## src/rtl/datapath_seq_ctrl.sv

```systemverilog
// Multi-cycle IDLE/DEC/EXE/WB sequencer for the decode/reg_file/alu datapath.
// Optional overflow trap (WB suppresses the write and parks in HALT) enabled by `define OVF_TRAP_EN.
module datapath_seq_ctrl #(
    parameter int unsigned DWIDTH    = 32,
    parameter int unsigned CNT_WIDTH = 16
) (
    input  logic                 clk_i,
    input  logic                 rst_ni,
    input  logic                 instr_valid_i,
    input  logic [DWIDTH-1:0]    instr_in_i,
    output logic                 instr_ready_o,
    input  logic                 halt_req_i,
    output logic [DWIDTH-1:0]    ir_o,
    input  logic [4:0]           rdst_id_in_i,
    input  logic [DWIDTH-1:0]    alu_rd_i,
    input  logic                 alu_overflow_i,
    output logic                 we_o,
    output logic [4:0]           wb_id_o,
    output logic [DWIDTH-1:0]    wb_data_o,
    output logic                 busy_o,
    output logic [CNT_WIDTH-1:0] retired_o,
    output logic                 halted_o
);

`ifdef OVF_TRAP_EN
    typedef enum logic [2:0] {StIdle, StDec, StExe, StWb, StHalt} state_e;
`else
    typedef enum logic [1:0] {StIdle, StDec, StExe, StWb} state_e;
`endif

    state_e                 state_q, state_d;
    logic [DWIDTH-1:0]      ir_q, ir_d;
    logic [DWIDTH-1:0]      wb_data_q, wb_data_d;
    logic [4:0]             wb_id_q, wb_id_d;
    logic [CNT_WIDTH-1:0]   retired_q, retired_d;
    logic                   trap_pending;
    logic                   accept;

`ifdef OVF_TRAP_EN
    logic ovf_q;

    always_ff @(posedge clk_i or negedge rst_ni) begin
        if (!rst_ni) begin
            ovf_q <= 1'b0;
        end else if (state_q == StExe) begin
            ovf_q <= alu_overflow_i;
        end
    end

    assign trap_pending = ovf_q;
    assign halted_o     = (state_q == StHalt);
`else
    logic unused_ovf;
    assign unused_ovf   = alu_overflow_i;
    assign trap_pending = 1'b0;
    assign halted_o     = 1'b0;
`endif

    // A WB that is about to trap must not hand over to a new instruction.
    assign instr_ready_o = (state_q == StIdle || (state_q == StWb && !trap_pending)) && !halt_req_i;
    assign accept        = instr_valid_i && instr_ready_o;

    always_comb begin
        state_d   = state_q;
        ir_d      = ir_q;
        wb_data_d = wb_data_q;
        wb_id_d   = wb_id_q;
        retired_d = retired_q;
        we_o      = 1'b0;
        busy_o    = 1'b0;

        if (accept) begin
            ir_d = instr_in_i;
        end

        unique case (state_q)
            StIdle: begin
                if (accept) state_d = StDec;
            end
            StDec: begin
                busy_o  = 1'b1;
                state_d = StExe;
            end
            StExe: begin
                busy_o    = 1'b1;
                wb_data_d = alu_rd_i;
                wb_id_d   = rdst_id_in_i;
                state_d   = StWb;
            end
            StWb: begin
                busy_o = 1'b1;
`ifdef OVF_TRAP_EN
                if (trap_pending) state_d = StHalt;
                else
`endif
                begin
                    we_o = 1'b1;
                    if (retired_q != {CNT_WIDTH{1'b1}}) begin
                        retired_d = retired_q + CNT_WIDTH'(1);
                    end
                    state_d = accept ? StDec : StIdle;
                end
            end
`ifdef OVF_TRAP_EN
            StHalt: begin
                state_d = StHalt;
            end
`endif
            default: state_d = StIdle;
        endcase
    end

    always_ff @(posedge clk_i or negedge rst_ni) begin
        if (!rst_ni) begin
            state_q   <= StIdle;
            ir_q      <= '0;
            wb_data_q <= '0;
            wb_id_q   <= '0;
            retired_q <= '0;
        end else begin
            state_q   <= state_d;
            ir_q      <= ir_d;
            wb_data_q <= wb_data_d;
            wb_id_q   <= wb_id_d;
            retired_q <= retired_d;
        end
    end

    assign ir_o      = ir_q;
    assign wb_id_o   = wb_id_q;
    assign wb_data_o = wb_data_q;
    assign retired_o = retired_q;

endmodule

```

## config.mk

```make
export PLATFORM = sky130hd
export DESIGN_NAME = datapath_seq_ctrl
export DESIGN_NICKNAME = d
export VERILOG_FILES = /design/src/rtl/datapath_seq_ctrl.sv
export SDC_FILE = /design/constraint.sdc
export NUM_CORES = 1
export LEC_CHECK = 0
export CAP_MARGIN = 20
export CORE_MARGIN = 5
export CORE_UTILIZATION = 40
export DETAILED_ROUTE_END_ITERATION = 8
export PLACE_DENSITY = 0.78
export SETUP_SLACK_MARGIN = 0.5
export SYNTH_ARGS = -nofsm -noshare
export SYNTH_HDL_FRONTEND = slang
export SYNTH_SLANG_ARGS = --single-unit
```

## constraint.sdc

```tcl
create_clock -name clk_i -period 4.7 [get_ports clk_i]
set_input_delay 0.94 -clock clk_i [delete_from_list [all_inputs] [get_ports clk_i]]
set_output_delay 0.94 -clock clk_i [all_outputs]
set_load 0.02 [all_outputs]
```

After elaboration in Yosys (flattened, before gate mapping)
Cells that the tools add are included.
Word-level totals
  register bits: 87
  word-level logic and storage cells: 23
Operators by class
  add/subtract/negate cells: 1
  eq/ne operators: 5
  muxes and demuxes: 5
  reductions and logical operators: 7
Operators with widths (number)
  adder 16 x 1 -> 16 bit, second input constant: 1
  inequality test 16 bit, second input constant: 1
  one-hot mux 2 bit (4 select lines): 1
  equality test 2 bit, second input constant: 2
  2-to-1 mux 1 bit: 3
  OR reduction 3 bit: 1
  equality test 2 x 1 -> 1 bit, second input constant: 1
  logical AND 1 bit: 2
  zero test 2 bit: 1
  2-to-1 mux 2 bit: 1
  inequality test 2 bit, second input constant: 1
  AND reduction 2 bit: 1
  zero test 1 bit: 1
  logical OR 1 bit: 1

Logic depth before layout (Yosys ltp)
Gate-level depths: netlist of run 1.
  depth in word-level cells: 6
  mapped depth: 7

Least setup slack after synthesis of run 1
Ideal clock, no wire load.
  kind: input to output
  start: input halt_req_i
  end: output instr_ready_o
  arrival time: 1.220 ns
  path slack: 2.540 ns
  cell stages on the path: 1
  buffers on the path: 0
  path through: nor2_1
Between the ends
  longest elaborated chain between the ends: 2
RTL lines
  from (decl): line 12  | input logic halt_req_i,
  zero test 1 bit: line 60  | assign instr_ready_o = (state_q == StIdle || (state_q == StWb && !trap_pending)) && !halt_req_i;
  logical AND 1 bit: line 60
  to (decl): line 11  | output logic instr_ready_o,
No other way between the ends.

Worst setup path in the final report of run 1
Ends and elaborated chain as after synthesis.

==> results of run 1 <==
-- state kept, by name (all words and copies together) (netlist names) --
register / flops
ir_o: 32
retired_o: 16
state_q: 2
wb_data_o: 32
wb_id_o: 5
-- layout make-up --
type | count | area [sq um] | area share (%)
Tap cell | 108 | 135.1 | 2.467
Clock buffer | 11 | 131.4 | 2.398
Timing Repair Buffer | 162 | 1634 | 29.83
Sequential cell | 87 | 2177 | 39.74
Inverter | 3 | 11.26 | 0.2056
Clock inverter | 4 | 95.09 | 1.736
Multi-Input combinational cell | 134 | 1294 | 23.62
-- synth_stat cells, drive strengths merged --
cell / number / area, sq um
a21oi: 3 / 15.01
a31oi: 1 / 6.260
a41oi: 1 / 8.760
and3: 4 / 25.02
and4: 2 / 17.52
buf: 11 / 72.56
conb: 1 / 3.750
dfrtp: 87 / 2177
ha: 5 / 62.56
inv: 3 / 11.26
mux2: 70 / 788.3
mux2i: 1 / 10.01
nand2: 7 / 36.29
nand3: 5 / 25.02
nand4: 7 / 50.05
nand4b: 1 / 23.77
nor2: 4 / 15.01
nor2b: 1 / 6.260
nor3: 1 / 5.000
nor3b: 1 / 7.510
nor4: 3 / 46.29
o21a: 3 / 22.52
o21ai: 1 / 5.000
o2bb2ai: 1 / 8.760
o32a: 1 / 10.01
xnor2: 5 / 43.79
xor2: 5 / 43.79
-- through the flow --
stage | hold WS, ns | utilization (%) | instances | cell area (sq um)
after global placement | 0.4877 | 60.19 | 493 | 5224
after CTS | 0.5125 | 62.80 | 508 | 5450
after floorplan | 0.5492 | - | 235 | 3547
after global routing | 0.5201 | 63.12 | 509 | 5478
final | 0.5094 | 63.12 | 509 | 5478
after detailed placement | 0.4941 | 60.19 | 493 | 5224
-- path summary, 6_finish.rpt --
kind | cells past startpoint | startpoint | end | slack [ns]
max | 3 | halt_req_i | instr_ready_o | 1.65
min | 1 | wb_data_o[13] | wb_data_o[13] | 0.51
max reg2reg | 5 | state_q[0] | ir_o[18] | 2.33
min reg2reg | 1 | wb_data_o[13] | wb_data_o[13] | 0.51
max in group asynchronous | 2 | rst_ni | wb_data_o[25] | 3.55
min in group asynchronous | 1 | rst_ni | wb_data_o[19] | 0.53
-- routing by layer --
layer	up-vias	part of all wire, %	GRT usage (%)
li1	1155	-	-
met1	1221	42	17.73
met2	100	49	25.41
met3	14	7.3	5.276
met4	0	1.9	5.828
met5	-	0	0
-- where the power goes --
group	leakage [nW]	internal (mW)	total [mW]	switching, mW
clock network	0.113	0.350	0.598	0.248
logic	1.14	1.02	1.89	0.870
registers	1.05	1.09	1.28	0.191
-- kinds of logic after synthesis --
family / count (synthesis)
DFF: 87
xor gates and xnor gates: 10
adders and majority gates: 5
and+or+nand+nor: 36
muxes: 71
other: 1
AOI/OAI and AO/OA: 11
buffers and inverters: 14
-- critical path: cells and delay by family --
family	cells	cell delay (ns)
AND/OR/NAND/NOR	1	0.11
buffers and inverters	2	1.06
==> out/results.ini, run 1 <==
[outcome]
status=complete, no violations

[synthesis]
netlist_area_sq_um=3547
syn_nets=314
syn_inst=235
synth_cell_types=34
synthMuxAreaShare_pct=22.50
synth_top_family_by_area=multiplexers
synth-simple-area-share_pct=7.266
synth_fa_ha_area_share_pct=1.764
synth_compound_area_share_pct=2.152
syn_area_per_cell_sq_um=15.09
ys_seq_elements=87
yosysSeqAreaShare_pct=61.38
synthXorXnorAreaFrac_pct=2.469
ys_warn_count=0

[setup_path]
endpoint_kind=output pin
worstPathCellList=clkdlybuf4s50_1 > nor2_1 > clkdlybuf4s50_1
crit_path_frequent_cell=clkdlybuf4s50_1
crit_fanout=2
crit_path_max_incr_delay_ns=0.62
critPathKind=input pin to output pin
startpoint_type=input pin
slowest_stage=clkdlybuf4s50_1
cp.arrival_ns=2.11
required_ns=3.76

[cts]
cts_tree=yes
cts_buffer_depth=2
htreeDepth=3
cts_made_buffers=9
ctsRootBufferMaster=clkbuf_8
ctsHoldBuffers=0
cts.sinks=87
cts.clk_slew.worst_paths_ns=0.08
cts_resized=0
clk_latency_ns=0.34
post-cts-setup-buffer-count=0

[final_layout]
fin_nets=476
mostFrequentLayoutCells=159 x clkdlybuf4s50_1, 87 x dfrtp_1, 69 x mux2_2
fillers=696
diodes=0
area_delta_synth_final_pct=54.43
mostFrequentLayoutCell=clkdlybuf4s50_1
drive_gt1_share_pct=23.44

[power_and_ir_drop]
vdd_drop_max_v=0.0003683
powerDensity_nw_per_um2=687.9
fin_total_pwr_mw=3.768
p_leak_nw=2.308

[floorplan]
die_h_um=104.2
fp-row-count=34
die_w_um=104.2
start_util_pct=40.87
core_area_sq_um=8678
ios=163
design.die.area_sq_um=10850

[global_routing]
grt_overflow_total=0
grt_first_pass_wirelength_mm=13.34
grt_max_degree=88
grt_antenna_before_repair=0
grt_usage_pct=15.13
grt_pass1_vias=2685

[sta]
hold_viol_final=0
finalSetupTns_ns=0
period_share_pct=65.00
finalCriticalPeriod_ns=3.055
rsz0062_at_grt=no
finalSetupViolCount=0
skew_ns=0.009445
worst_slack_ns=1.645
slew_headroom_pct=39.37
slew_violations=0
fmax_mhz=327.3
worst_pin_slew_ns=0.9095

[drt]
dr_total_vias=2490
first_pass_iters=3
routed_via_density=4.892
drc=0
wl_mm=8.360
postRouteAntennaNets=0
wire_per_inst_um=16.42
drt_iter0_drc=37

[placed_design]
gp_congestion=0.7341
portBuffers=160
place_hpwl_mm=6.150
dp_slack_ns=1.644

[run]
max-cap-violations=0

[worst_hold_path]
hold_path_class=flip-flop to flip-flop

(Power assumes the default switching activity.)
==> inputs of run 2 (changes only) <==
Settings changed: CORE_UTILIZATION 40 to 37, PLACE_DENSITY 0.78 to 0.76.
Clock period 4.7 ns to 2.6 ns, I/O delays scaled along.
==> run 2 against run 1 <==
Die area is 7.3% higher; combinational power grew 81%; wire length is 1.5% higher; register-to-register slack got worse by 1.7 ns; critical path depth is 1 higher; global-route usage is 0.051 points lower; sequential cell count unchanged; clock skew decreased by 0.0026 ns; final cell count grew 4.9%; non-clock buffer count rose by 3; clock power is 53% higher; sequential share of layout area about the same.
==> out/results.ini, run 2 (synthesis gave the netlist of run 1 again) <==
[setup_path]
endpoint_kind=output pin
path_buf_inv=2  ; unchanged
critPathKind=flip-flop to output pin
cp.arrival_ns=1.53  ; -0.58 ns
required_ns=2.08  ; -1.68 ns
ff2ff_path_depth=5  ; unchanged
crit_path_max_incr_delay_ns=0.42  ; -0.20 ns
crit_family=flip-flops
worstPathCellList=inv_1 > ha_1 > nor2_1 > clkbuf_2
crit_fanout=5  ; +3
startpoint_type=flip-flop
cp.depth=4  ; +1
slowest_stage=dfrtp_1

[sta]
period_share_pct=79.03
skew_ns=0.006838  ; -0.002607 ns
fmax_mhz=486.7
rsz0062_at_grt=yes
finalSetupTns_ns=0  ; unchanged
slew_violations=0  ; unchanged
hold_viol_final=0  ; unchanged
finalSetupViolCount=0  ; unchanged
finalCriticalPeriod_ns=2.055

[drt]
routed_via_density=4.644  ; -5.1%
first_pass_iters=4  ; +1
wl_mm=8.485  ; +1.5%
wire_per_inst_um=15.89  ; -3.3%
drt_iter0_drc=63  ; +70%
postRouteAntennaNets=0  ; unchanged
drc=0  ; unchanged
dr_total_vias=2480  ; -0.40%

[placed_design]
place_hpwl_mm=6.526  ; +6.1%
portBuffers=160  ; unchanged
gp_congestion=0.7052  ; -3.9%
placed_area_sq_um=5293  ; +1.3%

[cts]
ctsHoldBuffers=0  ; unchanged
htreeDepth=3  ; unchanged
cts_tree=yes
clk_latency_ns=0.34  ; about the same
ctsRootBufferMaster=clkbuf_8
cts.clk_slew.worst_paths_ns=0.09  ; about the same
cts_buffer_depth=2  ; unchanged
cts.sinks=87  ; unchanged
cts_made_buffers=9  ; unchanged

[global_routing]
grt_max_degree=52  ; -41%
grt_first_pass_wirelength_mm=13.68  ; +2.5%
grt_pass1_vias=2666  ; -0.71%
grt_usage_pct=15.08  ; -0.051 points
grt_overflow_total=0  ; unchanged
grt_antenna_before_repair=0  ; unchanged

[power_and_ir_drop]
seqPwrFrac_pct=34.9  ; +0.9 points
vdd_drop_max_v=0.0005720  ; +55%
p_int_mw=4.250  ; +73%
swShare_pct=36.15  ; +1.4 points
p_sw_mw=2.407  ; +84%
power.clock.fraction_pct=13.7  ; -2.2 points
p_comb_share_pct=51.3  ; +1.2 points
powerDensity_nw_per_um2=1216  ; +77%
p_leak_nw=2.301  ; -0.30%

[floorplan]
ios=163  ; unchanged
fp-row-count=35  ; +2.9%
start_util_pct=38.21  ; -2.7 points
core_area_sq_um=9284  ; +7.0%
die_w_um=107.9  ; +3.6%
die_h_um=107.9  ; +3.6%
design.die.area_sq_um=11640  ; +7.3%

[final_layout]
area_delta_synth_final_pct=54.36  ; about the same
diodes=0  ; unchanged
fin_nets=479  ; +0.63%
mostFrequentLayoutCell=clkdlybuf4s50_1
mostFrequentLayoutCells=156 x clkdlybuf4s50_1, 87 x dfrtp_1, 69 x mux2_2
drive_gt1_share_pct=24.69  ; +1.2 points
fin_area_sq_um=5475  ; about the same

[worst_hold_path]
hold_path_class=input pin to asynchronous set/reset pin

[run]
max-cap-violations=0  ; unchanged

[outcome]
status=complete, no violations

[run 2: final cells by class]
cell class | instances | area (sq um)
timing repair buffer | 165 | 1642
sequential | 87 | 2177
fill | 763 | 3809
inverter | 3 | 11.26
tap | 129 | 161.4
multi-input combinational | 134 | 1294
clock inverter | 5 | 58.81
clock buffer | 11 | 131.4
[run 2: what timing repair did]
action / 4_1_cts / 5_1_grt
pin swaps: 0 / 0
buffers inserted: 0 / 0
gates resized for setup: 3 / 5
endpoints found under the setup margin: 3 / 32
endpoints found under the hold margin: 0 / 0
[run 2: worst reg2reg max path: stages (launching register included)]
cell	delay [ns]
dfrtp_1	0.42
inv_1	0.11
ha_1	0.35
nor3b_2	0.24
buf_6	0.30
mux2_2	0.40
[run 2: routing by layer]
layer	track usage [%]	part of all wire (%)
met5	0	0
met1	17.41	40
met4	5.771	1.6
met2	25.31	50
met3	5.819	8.8
[run 2: worst paths after layout]
| path | from | endpoint | slack [ns] |
|---|---|---|---|
| worst max-delay path | state_q[0] | instr_ready_o | 0.55 |
| worst min-delay path | rst_ni | ir_o[27] | 0.12 |
| min in group clk_i | wb_data_o[24] | wb_data_o[24] | 0.51 |
| worst max register to register | state_q[0] | ir_o[12] | 0.66 |
| max in group asynchronous | rst_ni | wb_data_o[24] | 1.83 |
| worst min register to register | wb_data_o[24] | wb_data_o[24] | 0.51 |
[run 2: metrics by stage]
| step | std cells | total power [mW] | setup slack [ns] | utilization (%) | hold slack [ns] |
|---|---|---|---|---|---|
| final | 534 | 6.657 | 0.5453 | 58.98 | 0.1221 |
| after global routing | 534 | 7.058 | 0.4326 | 58.98 | 0.1455 |
| after CTS | 534 | 6.771 | 0.3593 | 59.02 | 0.1288 |
| after detailed placement | 518 | 5.857 | 0.3864 | 57.01 | 0.4941 |
| after global placement | 518 | 5.743 | 0.4050 | 57.01 | 0.4874 |
| after floorplan | 235 | 4.171 | 0.7658 | - | 0.2244 |
[run 2: power by group through the flow]
stage / Sequential (mW) / Clock, mW / Combinational [mW]
2_1_floorplan: 3.07 / 0 / 1.10
3_3_place_gp: 2.32 / 0 / 3.42
3_5_place_dp: 2.37 / 0 / 3.49
4_1_cts: 2.34 / 0.952 / 3.48
5_1_grt: 2.42 / 1.02 / 3.62
6_report: 2.32 / 0.914 / 3.42
==> inputs of run 3 (changes only) <==
Settings changed: CORE_UTILIZATION 37 to 40, PLACE_DENSITY 0.76 to 0.78.
Clock period 2.6 ns to 1.9 ns, I/O delays scaled along.
==> run 3 against run 2 <==
Die area shrank 6.8%; sequential power up 36%; register-to-register slack got worse by 0.47 ns; non-clock buffer count up 45; combinational power rose by 54%; critical path type is now flip-flop to flip-flop.
==> out/results.ini, run 3 (synthesis gave the netlist of run 1 again) <==
[outcome]
status=complete, no violations

[cts]
ctsRootBufferMaster=clkbuf_8
cts_buffer_depth=2  ; unchanged
cts_tree=yes
cts.sinks=87  ; unchanged
cts.clk_slew.worst_paths_ns=0.08  ; about the same
cts_made_buffers=9  ; unchanged
htreeDepth=3  ; unchanged
clk_latency_ns=0.34  ; about the same

[setup_path]
ff2ff_path_depth=8  ; +3
cp.arrival_ns=1.93  ; +0.40 ns
critPathKind=flip-flop to flip-flop
reg2reg_slack_ns=0.19  ; -0.47 ns
timing.rr.start=state_q[0]
rr_endpoint=state_q[0]
endpoint_kind=flip-flop
required_ns=2.12  ; +0.04 ns
startpoint_type=flip-flop
crit_fanout=9  ; +4

[floorplan]
design.die.area_sq_um=10850  ; -6.8%
start_util_pct=40.87  ; +2.7 points
die_w_um=104.2  ; -3.5%
ios=163  ; unchanged
core_area_sq_um=8678  ; -6.5%
fp-row-count=34  ; -2.9%
die_h_um=104.2  ; -3.5%

[sta]
rsz0062_at_grt=yes
fin_hold_ws_ns=0.5050  ; +0.3829 ns
worst_slack_ns=0.1903  ; -0.3550 ns
finalCriticalPeriod_ns=1.710
hold_viol_final=0  ; unchanged
slew_violations=0  ; unchanged
period_share_pct=89.98
finalSetupViolCount=0  ; unchanged
skew_ns=0.01050  ; +0.003658 ns
fmax_mhz=584.9

[drt]
wire_per_inst_um=17.26  ; +8.6%
drc=0  ; unchanged
routed_via_density=4.799  ; +3.3%
postRouteAntennaNets=0  ; unchanged
dr_total_vias=2668  ; +7.6%
first_pass_iters=4  ; unchanged
drt_iter0_drc=39  ; -38%
wl_mm=9.597  ; +13%

[global_routing]
grt_usage_pct=16.50  ; +1.4 points
grt_busiest_layer=met2
grtUsageMet2_pct=27.23  ; +1.9 points
grt_antenna_before_repair=0  ; unchanged
grt_use_met1_pct=20.47  ; +3.1 points
grt_max_degree=44  ; -15%
grt_pass1_vias=2772  ; +4.0%
grt_first_pass_wirelength_mm=14.56  ; +6.5%
grtUsageMet3_pct=6.145  ; +0.33 points
grt_overflow_total=0  ; unchanged

[final_layout]
fin_nets=524  ; +9.4%
mostFrequentLayoutCell=dfrtp_1
diodes=0  ; unchanged
mostFrequentLayoutCells=79 x dfrtp_1, 71 x clkdlybuf4s50_1, 69 x mux2_2
area_delta_synth_final_pct=65.40
drive_gt1_share_pct=56.70  ; +32 points
fin_area_sq_um=5867  ; +7.2%

[worst_hold_path]
worstHoldEndpoint=wb_id_o[1]
hold_depth=1
worstHoldStart=wb_id_o[1]
hold_path_class=flip-flop to flip-flop

[power_and_ir_drop]
p_leak_nw=2.661  ; +16%
p_sw_mw=3.560  ; +48%
fin_total_pwr_mw=9.493  ; +43%
vdd_drop_max_v=0.0008439  ; +48%
swShare_pct=37.50  ; +1.3 points
power.clock.fraction_pct=11.4  ; -2.3 points
seqPwrFrac_pct=33.2  ; -1.7 points
powerDensity_nw_per_um2=1618  ; +33%
p_int_mw=5.933  ; +40%
p_comb_share_pct=55.4  ; +4.1 points

[placed_design]
portBuffers=160  ; unchanged
dp_slack_ns=-0.04757  ; -0.4339 ns
place_hpwl_mm=6.268  ; -4.0%
placed_area_sq_um=5435  ; +2.7%
gp_congestion=0.7089  ; +0.52%

[run]
max-cap-violations=0  ; unchanged

-- run 3: cell count changes in the layout (fill, tap and decap cells not counted), sizes merged --
cell and change:
clkdlybuf4s50 -85, clkinvlp -2, bufinv -1, clkbuf +21, dlygate4sd2 -1, clkdlybuf4s15 +27
buf +83, dlygate4sd3 +1
-- run 3: timing repair --
action / in CTS / in global routing
endpoints found under the hold margin: 12 / 0
hold buffers: 1 / 0
gates resized for setup: 282 / 66
pin swaps: 11 / 10
setup endpoints to repair: 164 / 135
buffers inserted: 25 / 7
gates cloned: 2 / 5
-- run 3: routing by layer --
layer / wire length, um / up-vias
met1: 4021 / 1301
li1: - / 1264
met2: 4807 / 98
met4: 55 / 0
met3: 712 / 5
met5: 0 / -
-- run 3: power groups by stage --
stage	combinational, mW	clock [mW]	sequential (mW)
after global routing	5.59	1.20	3.28
final	5.26	1.08	3.15
after CTS	5.13	1.12	3.16
after detailed placement	5.02	0	3.23
after floorplan	1.69	0	4.24
after global placement	4.93	0	3.19
-- run 3: worst max-delay path by stage --
| stage | start | end | cells after the start | slack [ns] |
|---|---|---|---|---|
| finish | state_q[0] | state_q[0] | 8 | 0.19 |
| global route | state_q[0] | state_q[0] | 8 | 0.11 |
| detailed placement | halt_req_i | instr_ready_o | 3 | -0.05 |
| CTS | state_q[1] | state_q[0] | 8 | 0.18 |
| floorplan | state_q[0] | ir_o[0] | 6 | 0.27 |
| global placement | halt_req_i | instr_ready_o | 3 | -0.05 |
-- run 3: layout make-up --
class,count,area [sq um]
sequential,87,2187
fill,641,2811
tap,108,135.1
inverter,3,13.76
clock inverter,2,10.01
multi-input combinational,134,1459
timing repair buffer,210,1917
clock buffer,12,145.1
-- run 3: stage by stage --
stage,instances,util [%],TNS [ns]
2_1_floorplan,235,-,0
3_3_place_gp,502,62.63,-0.04507
3_5_place_dp,502,62.63,-0.07182
4_1_cts,544,67.49,0
5_1_grt,556,67.60,0
6_report,556,67.60,0
-- run 3: critical path, stage by stage (launching register included) --
cell     delay [ns]
dfrtp_1        0.39
inv_2          0.10
ha_4           0.22
nor3b_4        0.20
buf_6          0.14
buf_12         0.12
mux2i_1        0.19
a21oi_1        0.08
o32a_1         0.15
==> RTL change 1, RTL diff (config.mk and constraints of run 2) <==
The option `OVF_TRAP_EN` is turned on by a define.
--- a/src/rtl/datapath_seq_ctrl.sv
+++ b/src/rtl/datapath_seq_ctrl.sv
@@ -1,5 +1,7 @@
 // Multi-cycle IDLE/DEC/EXE/WB sequencer for the decode/reg_file/alu datapath.
 // Optional overflow trap (WB suppresses the write and parks in HALT) enabled by `define OVF_TRAP_EN.
+`define OVF_TRAP_EN
+
 module datapath_seq_ctrl #(
     parameter int unsigned DWIDTH    = 32,
     parameter int unsigned CNT_WIDTH = 16
Function: changed (Yosys sat finds a counterexample within 4 cycles, from zero or initial values and one cycle with rst_ni low).
==> RTL change 1 against run 2 <==
  * Power down 1.4%
  * Synthesized area up 0.88%
  * Count of clock-buffer cells in the layout up 1
  * First-iteration DRC count up 22%
  * Sequential cell count up 2
  * Cell area up 1.7%
  * Cell count up 1.1%
  * Register-to-register slack better by 0.11 ns
  * Worst setup slack better by 0.020 ns
  * Maximum frequency up 0.96%
  * Wire length up 2.6%
  * Critical path depth unchanged
  * Critical path type is now primary input to output pin
==> RTL change 1: results (changes against run 2) <==
postCtsSetupBuffers: 0  # unchanged
r2r-start: "retired_o[0]"
drt.antenna.violating_nets: 0  # unchanged
vias: 2524  # +1.8%
async_flop_share_pct: 100  # unchanged
place_ws_ns: 0.299  # -0.0872 ns
run_status: "completed"
syn-instance-count: 240  # +2.1%
grt_usage_pct: 15.1  # about the same
syn_nets: 315  # +0.32%
final_layout_size_suffix_gt1_share_pct: 6.81  # -18 points
dp_hpwl_mm: 6.57  # +0.69%
startpoint: "halt_req_i"
diodes: 0  # unchanged
port_buffers: 162  # +1.3%
grt_max_degree: 47  # -9.6%
place_congestion: 0.795  # +13%
p_leak_nw: 2.36  # +2.6%
yosys-top-cells-count: "dfrtp_1, mux2_1, xor2_1"
slew_headroom_pct: 59.8
use_met3_pct: 4.48  # -1.3 points
crit_slowest_cell: "clkdlybuf4s50_1"
grt_pass1_vias: 2708  # +1.6%
overflow: 0  # unchanged
post_cts_resized: 7  # +4
grtUsageMet1_pct: 19.1  # +1.7 points
routed_wirelength_mm: 8.71  # +2.6%
place_area_mm2: 0.00536  # +1.3%
drc: 0  # unchanged
fillCellCount: 794  # +4.1%
drtIter0Drc: 77  # +22%
worstPathMaxFanout: 2  # -3
vias_per_cell: 4.67  # +0.64%
maxSlewViolCount: 0  # unchanged
dp_cells: 525  # +1.4%
cp_top_family: "buffers and inverters"
ys_seq_area_share_pct: 62.2  # +0.86 points
drv_cap: 0  # unchanged
clock_path_buffers: 2  # unchanged
ir_drop_mv: 0.687  # +20%
clock_skew_ns: 0.00779  # +0.000955 ns
grt_pass1_wl_mm: 13.8  # +0.56%
synth_area_leaders: "dfrtp_1, mux2_1, xor2_1"
grt_util_met2_pct: 24.9  # -0.44 points
final_nets: 482  # +0.63%
cp_slowest_stage_delay_ns: 0.42  # about the same
clkTransAtPathRegs_ns: 0.09  # about the same
-- RTL change 1: changes by cell type after synthesis, sizes merged, moves of 3 or more --
cell and change:
nand4 -5, nor2 +4, xor2 +6, ha -4, a21oi -3
-- RTL change 1: kinds of logic after synthesis --
logic type,synth area share (%)
adders and majority gates,0.350
AOI/OAI and AO/OA,1.05
buffers and inverters,1.75
muxes,22.3
xor gates and xnor gates,3.92
DFF,62.2
and+or+nand+nor,8.36
-- RTL change 1: final timing paths --
check                           slack, ns  cells after the start       endpoint
max in group asynchronous            1.74                      2     state_q[1]
worst min-delay path                 0.18                      1  retired_o[12]
worst min register to register       0.49                      1  wb_data_o[26]
worst max-delay path                 0.56                      4  instr_ready_o
min in group clk_i                   0.49                      1  wb_data_o[26]
worst max register to register       0.77                      5  retired_o[13]
-- RTL change 1: metal layers --
metal / wire length (um) / vias to the layer above
met1: 3700 / 1235
met3: 570 / 10
met5: 0 / -
li1: - / 1182
met2: 4320 / 97
met4: 110 / 0
-- RTL change 1: worst register-to-register path, cell delays in order, from the launching register on --
cell,delay (ns)
dfrtp_1,0.42
ha_1,0.24
nand4_1,0.18
and4bb_4,0.32
nor4bb_1,0.43
xor2_1,0.19
-- RTL change 1: layout make-up --
class	count	area, um2	area share [%]
repair buffers	166	1670	29.9
inverters	2	7.51	0.135
multi-input cells	139	1300	23.3
well taps	129	161	2.90
clock inverters	3	65.1	1.17
flip-flops and latches	89	2230	40.0
clock buffers	12	145	2.61
-- RTL change 1: metrics by stage --
step	hold WS [ns]	power, mW	utilization, %
3_3_place_gp	0.466	5.55	57.5
2_1_floorplan	0.224	3.99	-
6_report	0.183	6.56	59.7
3_5_place_dp	0.474	5.65	57.5
5_1_grt	0.213	6.96	59.7
4_1_cts	0.190	6.67	59.8
-- RTL change 1: where the power goes --
part	internal (mW)	switching, mW
clock	0.563	0.454
combinational	1.65	1.53
sequential	2.01	0.355
==> RTL change 2, RTL diff (settings of run 2) <==
Without the edit above. The 4 states of `state_e` get a one-hot encoding in 4 bits.
--- a/src/rtl/datapath_seq_ctrl.sv
+++ b/src/rtl/datapath_seq_ctrl.sv
@@ -25,7 +25,7 @@
 `ifdef OVF_TRAP_EN
     typedef enum logic [2:0] {StIdle, StDec, StExe, StWb, StHalt} state_e;
 `else
-    typedef enum logic [1:0] {StIdle, StDec, StExe, StWb} state_e;
+    typedef enum logic [3:0] {StIdle = 4'b0001, StDec = 4'b0010, StExe = 4'b0100, StWb = 4'b1000} state_e;
 `endif
 
     state_e                 state_q, state_d;
Function: same outputs for any inputs over 10 cycles, from zero or initial values and one cycle with rst_ni low; not proved beyond that.
==> RTL change 2 against run 2 <==
  * Critical endpoint is now busy_o
  * Worst setup slack got worse by 0.096 ns
  * Sequential share of layout area increased by 0.50 points
  * Worst hold slack gained 0.39 ns
  * Cell area grew 1.1%
  * Wire length is 0.85% lower
  * Highest routed layer unchanged
  * Synthesized area shrank 0.56%
  * First-iteration DRC count rose by 7.9%
  * Sequential cell count rose by 2
  * Cell count is the same
Power is not compared: it rests on default switching activity, and its combinational part moved more than twofold at a synthesized area within 25%.
==> RTL change 2: results (changes against run 2) <==
dp_cells: 513  # -0.97%
wl_per_cell_um: 15.8  # -0.85%
crit_slowest_cell: "dfstp_2"
r2r_slack_ns: 0.61  # -0.05 ns
place_ws_ns: 0.202  # -0.184 ns
worstPathMaxFanout: 4  # -1
grt_max_degree: 46  # -12%
r2r-start: "retired_o[0]"
reg2reg_to: "retired_o[1]"
grt_pass1_wl_mm: 13.6  # -0.40%
clock_skew_ns: 0.0136  # +0.00677 ns
hold_class: "flop to flop"
vias_per_cell: 4.67  # +0.56%
startpoint: "state_q[0]"
max_freq_ghz: 0.465  # -4.5%
run_status: "completed"
ys_seq_area_share_pct: 63.2  # +1.8 points
drtIter0Drc: 68  # +7.9%
syn_nets: 304  # -3.2%
grt_pass1_vias: 2752  # +3.2%
endpoint: "busy_o"
final_layout_size_suffix_gt1_share_pct: 27.9  # +3.2 points
grt_usage_pct: 14.7  # -0.35 points
yosys-top-cells-count: "dfrtp_1, mux2_2, xor2_1"
synth_cell_type_count: 29  # -15%
RTL change 2: cell types whose count changed after synthesis, moves of 3 or more:
cell     change
xor2_1       +6
nor3_1       +5
and3_1       -4
ha_1         -4
a21oi_1      -3
o21a_1       -3
RTL change 2: worst min-delay path by stage:
| stage | slack (ns) | to |
|---|---|---|
| 2_1_floorplan | 0.22 | ir_o[0] |
| 3_3_place_gp | 0.39 | ir_o[0] |
| 3_5_place_dp | 0.40 | ir_o[0] |
| 4_1_cts | 0.51 | wb_data_o[3] |
| 5_1_grt | 0.52 | ir_o[29] |
| 6_report | 0.51 | ir_o[15] |
RTL change 2: cell type report:
cell class                 count  area [um2]
fill                         791        3750
sequential                    89        2230
timing repair buffer         170        1700
multi-input combinational    127        1250
tap                          129         161
clock buffer                  10         138
clock inverter                 6        43.8
inverter                       3        13.8
RTL change 2: where the power goes:
group	internal (mW)	switching, mW
Clock	0.375	0.492
Sequential	1.63	0.124
Combinational	0.699	0.554
RTL change 2: routing by layer:
metal  GRT usage [%]  vias to the layer above  wire, um
met5               0                        -         0
met4            4.33                        0       104
met3            4.86                       10       631
met2            25.5                       83      4400
met1            17.3                     1256      3270
li1                -                     1145         -
RTL change 2: logic make-up (layout without fill, tap and decap cells):
group	count (synthesis)	after routing	share of synthesized area, %
compound gates	1	1	0.781
simple gates	38	38	6.92
other cells	1	1	0.106
flops	89	89	63.2
fa+ha+maj	1	1	0.355
buf+inv	13	189	2.20
xor+xnor	14	14	3.48
mux	72	72	23.0
RTL change 2: repair_timing:
action                                  in CTS  in global routing
endpoints found under the setup margin       3                  4
gates cloned                                 0                  0
pin swaps                                    1                  2
setup buffers                                1                  3
gates resized for setup                     15                  4
hold endpoints to repair                     4                  0
hold buffers                                 1                  0
RTL change 2: stage by stage:
stage / instance area [um2] / util [%]
6_report: 5530 / 59.6
5_1_grt: 5530 / 59.6
4_1_cts: 5500 / 59.2
3_5_place_dp: 5300 / 57.0
3_3_place_gp: 5300 / 57.0
2_1_floorplan: 3530 / -
